**config.mk**
```make
export PLATFORM = sky130hd
export DESIGN_NAME = imm_gen_pipe
export DESIGN_NICKNAME = d
export VERILOG_FILES = /design/src/rtl/imm_gen_pipe.sv
export SDC_FILE = /design/constraint.sdc
export NUM_CORES = 1
export LEC_CHECK = 0
export CAP_MARGIN = 20
export CORE_AREA = 4 4 141 244
export DETAILED_ROUTE_END_ITERATION = 8
export DIE_AREA = 0 0 145 248
export PLACE_DENSITY_LB_ADDON = 0.08
export SETUP_SLACK_MARGIN = 0.1
export SLEW_MARGIN = 10
export SYNTH_ARGS = -nofsm -noshare
export SYNTH_HDL_FRONTEND = slang
export SYNTH_SLANG_ARGS = --single-unit
export TNS_END_PERCENT = 30
```
**constraint.sdc**
```tcl
create_clock -name clk_I -period 4.3 [get_ports clk_I]
set_input_delay 1.29 -clock clk_I [delete_from_list [all_inputs] [get_ports clk_I]]
set_output_delay 1.29 -clock clk_I [all_outputs]
set_load 0.02 [all_outputs]
```
**src/rtl/imm_gen_pipe.sv**
```systemverilog
// imm_gen_pipe: MIPS decode-stage immediate, branch/jump target and class generator.
// Latency: DEPTH register stages; a beat accepted at edge N is valid after edge N+DEPTH-1.
// Backpressure: elastic valid/ready per stage; in_ready_O drops only when all stages hold data and out_ready_I is low.
module imm_gen_pipe #(
  parameter int DATA_W = 32,
  parameter int DEPTH  = 2
) (
  input  logic              clk_I,
  input  logic              rst_n_I,
  input  logic              flush_I,
  input  logic              in_valid_I,
  output logic              in_ready_O,
  input  logic [5:0]        op_I,
  input  logic [25:0]       instr_I,
  input  logic [DATA_W-1:0] pc_I,
  output logic              out_valid_O,
  input  logic              out_ready_I,
  output logic [DATA_W-1:0] imm_O,
  output logic [DATA_W-1:0] target_O,
  output logic [2:0]        kind_O
);

  typedef enum logic [2:0] {
    K_ZEXT   = 3'd0,
    K_SEXT   = 3'd1,
    K_LUI    = 3'd2,
    K_BRANCH = 3'd3,
    K_JUMP   = 3'd4
  } kind_e;

  logic [15:0]       imm16;
  kind_e             kind_c;
  logic [DATA_W-1:0] sext_c;
  logic [DATA_W-1:0] pcp4_c;
  logic [DATA_W-1:0] imm_c;
  logic [DATA_W-1:0] tgt_c;

  logic [DEPTH-1:0]  vld_q;
  logic [DEPTH-1:0]  vld_d;
  logic [DEPTH-1:0]  ld;
  logic [DATA_W-1:0] imm_q  [DEPTH];
  logic [DATA_W-1:0] imm_d  [DEPTH];
  logic [DATA_W-1:0] tgt_q  [DEPTH];
  logic [DATA_W-1:0] tgt_d  [DEPTH];
  logic [2:0]        kind_q [DEPTH];
  logic [2:0]        kind_d [DEPTH];

  assign imm16 = instr_I[15:0];

  // Opcode to class; anything with op[5] set is a load/store and takes a signed offset
  always_comb begin
    kind_c = K_ZEXT;
    case (op_I)
      6'b000001, 6'b000100, 6'b000101,
      6'b000110, 6'b000111:             kind_c = K_BRANCH;
      6'b000010, 6'b000011:             kind_c = K_JUMP;
      6'b001111:                        kind_c = K_LUI;
      6'b001000, 6'b001001,
      6'b001010, 6'b001011:             kind_c = K_SEXT;
      default:                          kind_c = op_I[5] ? K_SEXT : K_ZEXT;
    endcase
  end

  // Immediate and target arithmetic, all ahead of stage 0 so later stages only carry results
  always_comb begin
    sext_c = {{(DATA_W-16){imm16[15]}}, imm16};
    pcp4_c = pc_I + DATA_W'(4);
    imm_c  = '0;
    tgt_c  = pcp4_c;
    case (kind_c)
      K_ZEXT:   imm_c = {{(DATA_W-16){1'b0}}, imm16};
      K_SEXT:   imm_c = sext_c;
      // Shifting the sign-extended value gives the upper sign fill for 64-bit and drops it for 32-bit
      K_LUI:    imm_c = sext_c << 16;
      K_BRANCH: begin
        imm_c = sext_c;
        tgt_c = pcp4_c + (sext_c << 2);
      end
      K_JUMP:   begin
        imm_c[27:0] = {instr_I, 2'b00};
        tgt_c       = {pcp4_c[DATA_W-1:28], instr_I, 2'b00};
      end
      default:  imm_c = '0;
    endcase
  end

  // A stage loads when it, or any stage downstream of it, has room, or when the consumer takes the head
  always_comb begin
    for (int s = 0; s < DEPTH; s++) begin
      ld[s] = out_ready_I;
      for (int t = s; t < DEPTH; t++) begin
        if (!vld_q[t]) ld[s] = 1'b1;
      end
    end
  end

  // Next-state of each stage: shift on load, data only moves with a valid beat, flush kills all valids
  always_comb begin
    vld_d = vld_q;
    for (int s = 0; s < DEPTH; s++) begin
      imm_d[s]  = imm_q[s];
      tgt_d[s]  = tgt_q[s];
      kind_d[s] = kind_q[s];
    end
    if (ld[0]) begin
      vld_d[0] = in_valid_I;
      if (in_valid_I) begin
        imm_d[0]  = imm_c;
        tgt_d[0]  = tgt_c;
        kind_d[0] = kind_c;
      end
    end
    for (int s = 1; s < DEPTH; s++) begin
      if (ld[s]) begin
        vld_d[s] = vld_q[s-1];
        if (vld_q[s-1]) begin
          imm_d[s]  = imm_q[s-1];
          tgt_d[s]  = tgt_q[s-1];
          kind_d[s] = kind_q[s-1];
        end
      end
    end
    if (flush_I) vld_d = '0;
  end

  // Stage registers; reset clears valids and data so idle outputs read as zero
  always_ff @(posedge clk_I) begin
    if (!rst_n_I) begin
      vld_q <= '0;
      for (int s = 0; s < DEPTH; s++) begin
        imm_q[s]  <= '0;
        tgt_q[s]  <= '0;
        kind_q[s] <= '0;
      end
    end else begin
      vld_q <= vld_d;
      for (int s = 0; s < DEPTH; s++) begin
        imm_q[s]  <= imm_d[s];
        tgt_q[s]  <= tgt_d[s];
        kind_q[s] <= kind_d[s];
      end
    end
  end

  assign in_ready_O  = ld[0];
  assign out_valid_O = vld_q[DEPTH-1];
  assign imm_O       = imm_q[DEPTH-1];
  assign target_O    = tgt_q[DEPTH-1];
  assign kind_O      = kind_q[DEPTH-1];

endmodule

```
==> results of run 1 <==
==> timing repair <==
item                                    4_1_cts  5_1_grt
resized for setup                            56       55
cloned                                        0        0
endpoints found under the hold margin         0        0
pin swaps                                    29       19
buffers inserted                             15        5
endpoints found under the setup margin       20       15
==> how the worst min path moves through the flow <==
stage | from | end | slack, ps | cells past startpoint
floorplan | tgt_q[0][30] | tgt_q[0][62] | 430 | 2
global placement | imm_q[0][15] | imm_q[0][47] | 440 | 2
detailed placement | tgt_q[0][29] | tgt_q[0][61] | 440 | 2
CTS | imm_q[0][15] | imm_q[0][47] | 450 | 2
global route | imm_q[0][50] | imm_q[0][50] | 470 | 2
finish | imm_q[0][6] | imm_q[0][38] | 450 | 2
==> cells by family (layout without fill, tap and decap cells) <==
| logic type | Yosys count | in the layout | synth area share |
|---|---|---|---|
| fa+ha+maj | 37 | 37 | 0.0588 |
| buf+inv | 141 | 393 | 0.0977 |
| flops | 136 | 136 | 0.340 |
| compound gates | 312 | 312 | 0.242 |
| xor+xnor | 44 | 44 | 0.0481 |
| simple gates | 369 | 369 | 0.210 |
| mux | 3 | 3 | 0.00375 |
==> metal layers <==
layer,vias to the layer above,global-route usage,wire length [µm]
met4,0,0.0764,1070
li1,4079,-,-
met1,3890,0.178,12200
met3,40,0.0221,798
met2,170,0.366,18700
met5,-,0,0
==> tightest hold or removal path: stages (launching register included) <==
cell and delay [ps]:
dfxtp_1 310, nand2_1 50, a21oi_1 50
==> sequential cells by signal (all words and copies together), names as in the netlist <==
signal / count
kind_q: 6
vld_q: 2
tgt_q: 64
imm_q: 64
==> stage by stage <==
stage,hold slack (ps),std cells,utilization,area (µm²)
after floorplan,427,1042,-,8000
after global placement,438,1642,0.329,10600
after detailed placement,442,1642,0.329,10600
after CTS,449,1689,0.356,11500
after global routing,465,1694,0.362,11700
final,449,1694,0.362,11700
==> report_power, final <==
| group | internal [mW] | total, mW | switching [mW] |
|---|---|---|---|
| registers | 1.32 | 1.36 | 0.0395 |
| clock network | 0.826 | 1.45 | 0.620 |
| logic | 0.423 | 0.870 | 0.447 |
==> area by class of cell <==
| cell class | instances | area, µm² | area share |
|---|---|---|---|
| inverter | 17 | 63.8 | 0.00545 |
| clock buffer | 18 | 439 | 0.0375 |
| timing repair buffer | 344 | 2960 | 0.253 |
| sequential | 136 | 2720 | 0.232 |
| multi-input combinational | 765 | 4890 | 0.417 |
| tap | 400 | 500 | 0.0427 |
| clock inverter | 14 | 139 | 0.0119 |
==> synthesized netlist by cell type (9+ instances only) <==
cell type	instances
nand3_1	21
a21oi_1	128
o211ai_1	11
a22oi_1	16
clkbuf_1	51
a221oi_1	10
xor2_1	13
nand2_1	218
nor2_1	53
inv_1	17
buf_4	67
o21ai_0	63
xnor2_1	31
a21o_1	9
and3_1	16
dfxtp_1	136
nor3_1	13
ha_1	36
a31oi_1	26
==> cells in the final DEF, fill, tap and decap left out, types with 11 or more instances in the layout <==
master	count
xnor2_1	23
a22oi_1	15
clkdlybuf4s50_1	124
nand3_1	14
o211ai_1	11
nand2_1	216
dfxtp_1	136
ha_1	31
o21ai_0	59
nor2_1	48
clkbuf_16	17
a31oi_1	25
and3_1	14
buf_4	194
a21oi_1	123
inv_1	16
==> impl_results.md, run 1 <==
- Mapped cell area: between 8000 and 9000 µm²
- Max stage delay cell, worst path: or3_4
- Clock buffer depth: 2
- Post-synthesis sequential area ratio: 0.340
- Distinct cell type count after synthesis: 67
- Hold Buf Count CTS: 0
- Tmin final: 4080 ps
- Critical Path Fanout Max: 4
- Setup Viol. Count Final: 0
- Pre-antenna DRT Iters: 5
- Vias in the first global route: 8,342
- CTS clock-pin slew for the worst setup and hold paths: 60 ps
- Worst-Skew Late Latency: roughly 430 ps
- Initial Utilization: 0.248
- Flip-flop and latch count after synthesis: 136
- Arr. time, crit path: 4460 ps
- VDD IR max: 0.000258 V
- Top-area cell type share of the netlist area: 0.340
- Fill cell total of the finished layout: 3,411
- Slew HR: 0.454
- Die area: 36,000 µm²
- Worst path depth: 17
- Final #Nets: about 1,400
- Final WS setup: 225 ps
- Top cells by area, synth: dfxtp_1, nand2_1, a21oi_1, buf_4, ha_1
- Grt ovf: 0
- Total GRT Usage: 0.179
- H-tree Lvls: 4
- CTS tree: yes
- FFs w/ async S/R, synth: 0
- Max stage delay on crit path: 400 ps
- Unrepaired setup endpoints after global routing: yes
- CORE AREA: 32,300 µm²
- Starting DRT DRC Count: approximately 400
- Chip Width: 145 µm
- Largest net degree at the start of global routing: 68
- Fin. Hold Viols: 0
- Post-Syn Area per Cell: between 7 and 8 µm²
- Slew @ Worst Pin: 818 ps
- Worst Setup SP: pc_I[2]
- Count of warnings emitted by yosys: 0
- Cts bufs inserted: 17
- I/O Buffers: roughly 140
- Power per cell area: 314 nW/µm²
- Yosys top cell by area: dfxtp_1
- Total power: 3.67 mW
- CP endpoint kind: flip-flop
- LEAKAGE: 4.63 nW
- Number of synthesized flops with an enable pin: 0
- Final Max Slew Viols: 0
- HPWL Detailed: 25,700 µm
- Placement Rows: 87
- Critical path class: in -> reg
- Chip Height: 248 µm
- Setup Skew: 7.66 ps
- R2R Setup Slk: 2360 ps
- Routed via count: 8,179
- RR Endpoint: tgt_q[0][5]
- Gate Count Post-Synth: ~1,000
- First-pass GRT wire length: 48,900 µm
- Number of clock sinks: 136
- Remaining antenna violation count: 0
- Final worst-path cycle share: 0.948
- Worst path bufs/invs: 3
- Routability congestion estimate: 0.880
- Diodes inserted: 0
- CP Cell Sequence: buf_2, ha_1, nand2_1, buf_4, nor2_2, nand2_1, xnor2_1, ha_1, buf_4, and3_1, and4_1, o21ai_2, a21oi_2, or3_4, xnor2_1, o211ai_1, o211a_1
- Max-cap violations: 0
- Net Count, Synth: 1,148
- Clock root buffer: clkbuf_16
- Hold WC Path Type: reg -> reg
- Layout cells sized above 1: 0.255
- Final TNS setup: 0 ps
- Avg WL per Cell: 19.3 µm
- Critical Path Source Type: input port
- IO Pins: 138
- Reg-to-reg critical path startpoint: vld_q[1]
- R2r worst-path depth: 6
- Worst setup path endpoint: tgt_q[0][15]
- Outcome: finished clean
- Delay-heaviest family, CP: simple AND/OR/NAND/NOR gates
- Area delta synth->final: 46.4%
- Vias per inst: between 4 and 5
- Predominant post-synthesis flop cell: dfxtp_1
- Maximum clock rate: between 0.2 and 0.25 GHz
- Initial antenna violation count: 0
- Detailed Route WL: 32,700 µm
- Req. time, crit path: between 4000 and 5000 ps
- # DRC: 0
- Post-place setup slack: -953 ps
No activity file was read; power rests on OpenSTA's default activity.
==> run 2: changes to the inputs <==
- DONT_BUFFER_PORTS: default -> 1
- REMOVE_ABC_BUFFERS: default -> 1
- SLEW_MARGIN: 10 -> 20
==> impl_results.md, run 2 (same netlist as run 1, synthesis figures left out) <==
- Detailed Route WL: 31,200 µm
- Cts bufs inserted: 17
- CTS clock-pin slew for the worst setup and hold paths: 60 ps
- Largest net degree at the start of global routing: 58
- Critical path class: in -> reg
- CP endpoint kind: flip-flop
- Sw frac: 0.291
- # DRC: 0
- Routed via count: roughly 7,200
- First-pass GRT wire length: 47,400 µm
- Cell mode on critical path: buf_4
- Multi-input combinational cell area: 4530 µm²
- Setup Viol. Count Final: 0
- IO Pins: ~140
- Final Max Slew Viols: 0
- Req. time, crit path: around 4600 ps
- Critical Path Fanout Max: 6
- Logic gate share of total power: 0.172
- Remaining antenna violation count: 0
- Max-cap violations: 0
- Number of clock sinks: between 100 and 150
- Placement Rows: 87
- Maximum clock rate: about 0.25 GHz
- Regs by FF count: imm_q (64), tgt_q (64), kind_q (6)
- Cell Int Power: ~2.5 mW
- LEAKAGE: 3.54 nW
- P_sw: 1.01 mW
- Setup repair bufs after CTS: 0
- VDD IR max: ~0.00028 V
- Tmin final: 4000 ps
- Max stage delay on crit path: 330 ps
- Non-Filler Instances: ~1,500
- Starting DRT DRC Count: 365
- Vias in the first global route: 7,491
- R2R Setup Slk: 1870 ps
- Hold Buf Count CTS: 0
- Slew @ Worst Pin: 792 ps
- Clock root buffer: clkbuf_16
- Worst path bufs/invs: 4
- Outcome: finished clean
- Chip Width: approximately 150 µm
- Die area: 36,000 µm²
- Chip Height: between 200 and 250 µm
- Fin. Hold Viols: 0
- Unrepaired setup endpoints after global routing: yes
- Post-DP Area: 8660 µm²
- Fill cell total of the finished layout: 3,506
- HPWL Detailed: 23,600 µm
- Placed Cells incl. Taps: 1,431
- Setup Skew: about 14 ps
- Max stage delay cell, worst path: nor4_2
- Layout cells sized above 1: 0.168
- Delay-heaviest family, CP: simple AND/OR/NAND/NOR gates
- Pre-antenna DRT Iters: 5
- Slew HR: 0.470
- Worst-Skew Late Latency: ~450 ps
- Initial Utilization: 0.248
- FF+latch area: ~2700 µm²
- Total power: 3.47 mW
- Vias per inst: 4.95
- Final TNS setup: 0 ps
- Critical Path Source Type: input port
- Grt ovf: 0
- Clock buffer depth: 2
- Final worst-path cycle share: 0.929
- Avg WL per Cell: 21.3 µm
- CORE AREA: 32,300 µm²
- Sequential share of power: 0.394
- Routability congestion estimate: approximately 0.84
- Arr. time, crit path: 4320 ps
- CTS tree: yes
- Power per cell area: around 370 nW/µm²
- H-tree Lvls: 4
- Most frequent cells in the layout: nand2_1, dfxtp_1, a21oi_1
- Initial antenna violation count: 0
- Final #Nets: 1,156
- Area delta synth->final: 15.7%
- Cell area after layout: roughly 9300 µm²
- Commonest non-fill, non-tap cell in the layout: nand2_1
- Hold WC Path Type: reg -> reg
- CP Cell Sequence: nand4_1, nor4_2, buf_4, buf_4, nand4_1, xnor2_2, ha_1, buf_4, nand3_1, nor3_1, buf_4, and3_1, nand3_1, and4_1, or2_1, a211o_1
- I/O Buffers: 0
- Clk pwr share: 0.434
- Total GRT Usage: 0.174
- Diodes inserted: 0
run 2: power groups by stage:
stage / combinational, mW / sequential [mW] / clock (mW)
after floorplan: 0.360 / 1.38 / 0
after global placement: 0.604 / 1.40 / 0
after detailed placement: 0.602 / 1.40 / 0
after CTS: 0.605 / 1.37 / 1.56
after global routing: 0.665 / 1.37 / 1.60
final: 0.597 / 1.37 / 1.50
run 2: per-layer routing:
metal / wire length [µm] / up-vias / global-route usage
met5: 0 / - / 0
met4: 577 / 0 / 0.0545
met3: 1180 / 30 / 0.0343
met2: 17400 / 147 / 0.343
met1: 12000 / 3445 / 0.184
li1: - / 3615 / -
run 2: layout make-up:
type	instances	area share
timing repair buffer	113	0.0930
sequential	136	0.294
clock inverter	12	0.0153
clock buffer	19	0.0478
multi-input combinational	765	0.489
tap	400	0.0540
inverter	17	0.00689
run 2: through the flow:
| stage | utilization | setup slack, ps | hold slack [ps] |
|---|---|---|---|
| after floorplan | - | 115 | 427 |
| after global placement | 0.268 | -211 | 440 |
| after detailed placement | 0.268 | -335 | 441 |
| after CTS | 0.286 | 142 | 452 |
| after global routing | 0.286 | 82.7 | 463 |
| final | 0.286 | 305 | 448 |
run 2: worst reg2reg max path: cells and delay by family (launching register included):
family,cells,cell delay (ps)
simple gates,4,1360
buf+inv,1,290
flops,1,440
compound gates,2,290
run 2: worst paths after layout:
check	start	end	cells after the start
worst max-delay path	pc_I[10]	tgt_q[0][31]	16
worst min-delay path	imm_q[0][1]	imm_q[0][1]	2
worst max register to register	vld_q[1]	tgt_q[0][2]	7
worst min register to register	imm_q[0][1]	imm_q[0][1]	2
run 2: what timing repair did:
| action | 4_1_cts | 5_1_grt |
|---|---|---|
| hold endpoints to repair | 0 | 0 |
| setup endpoints to repair | 0 | 2 |
| resized for setup | 0 | 4 |
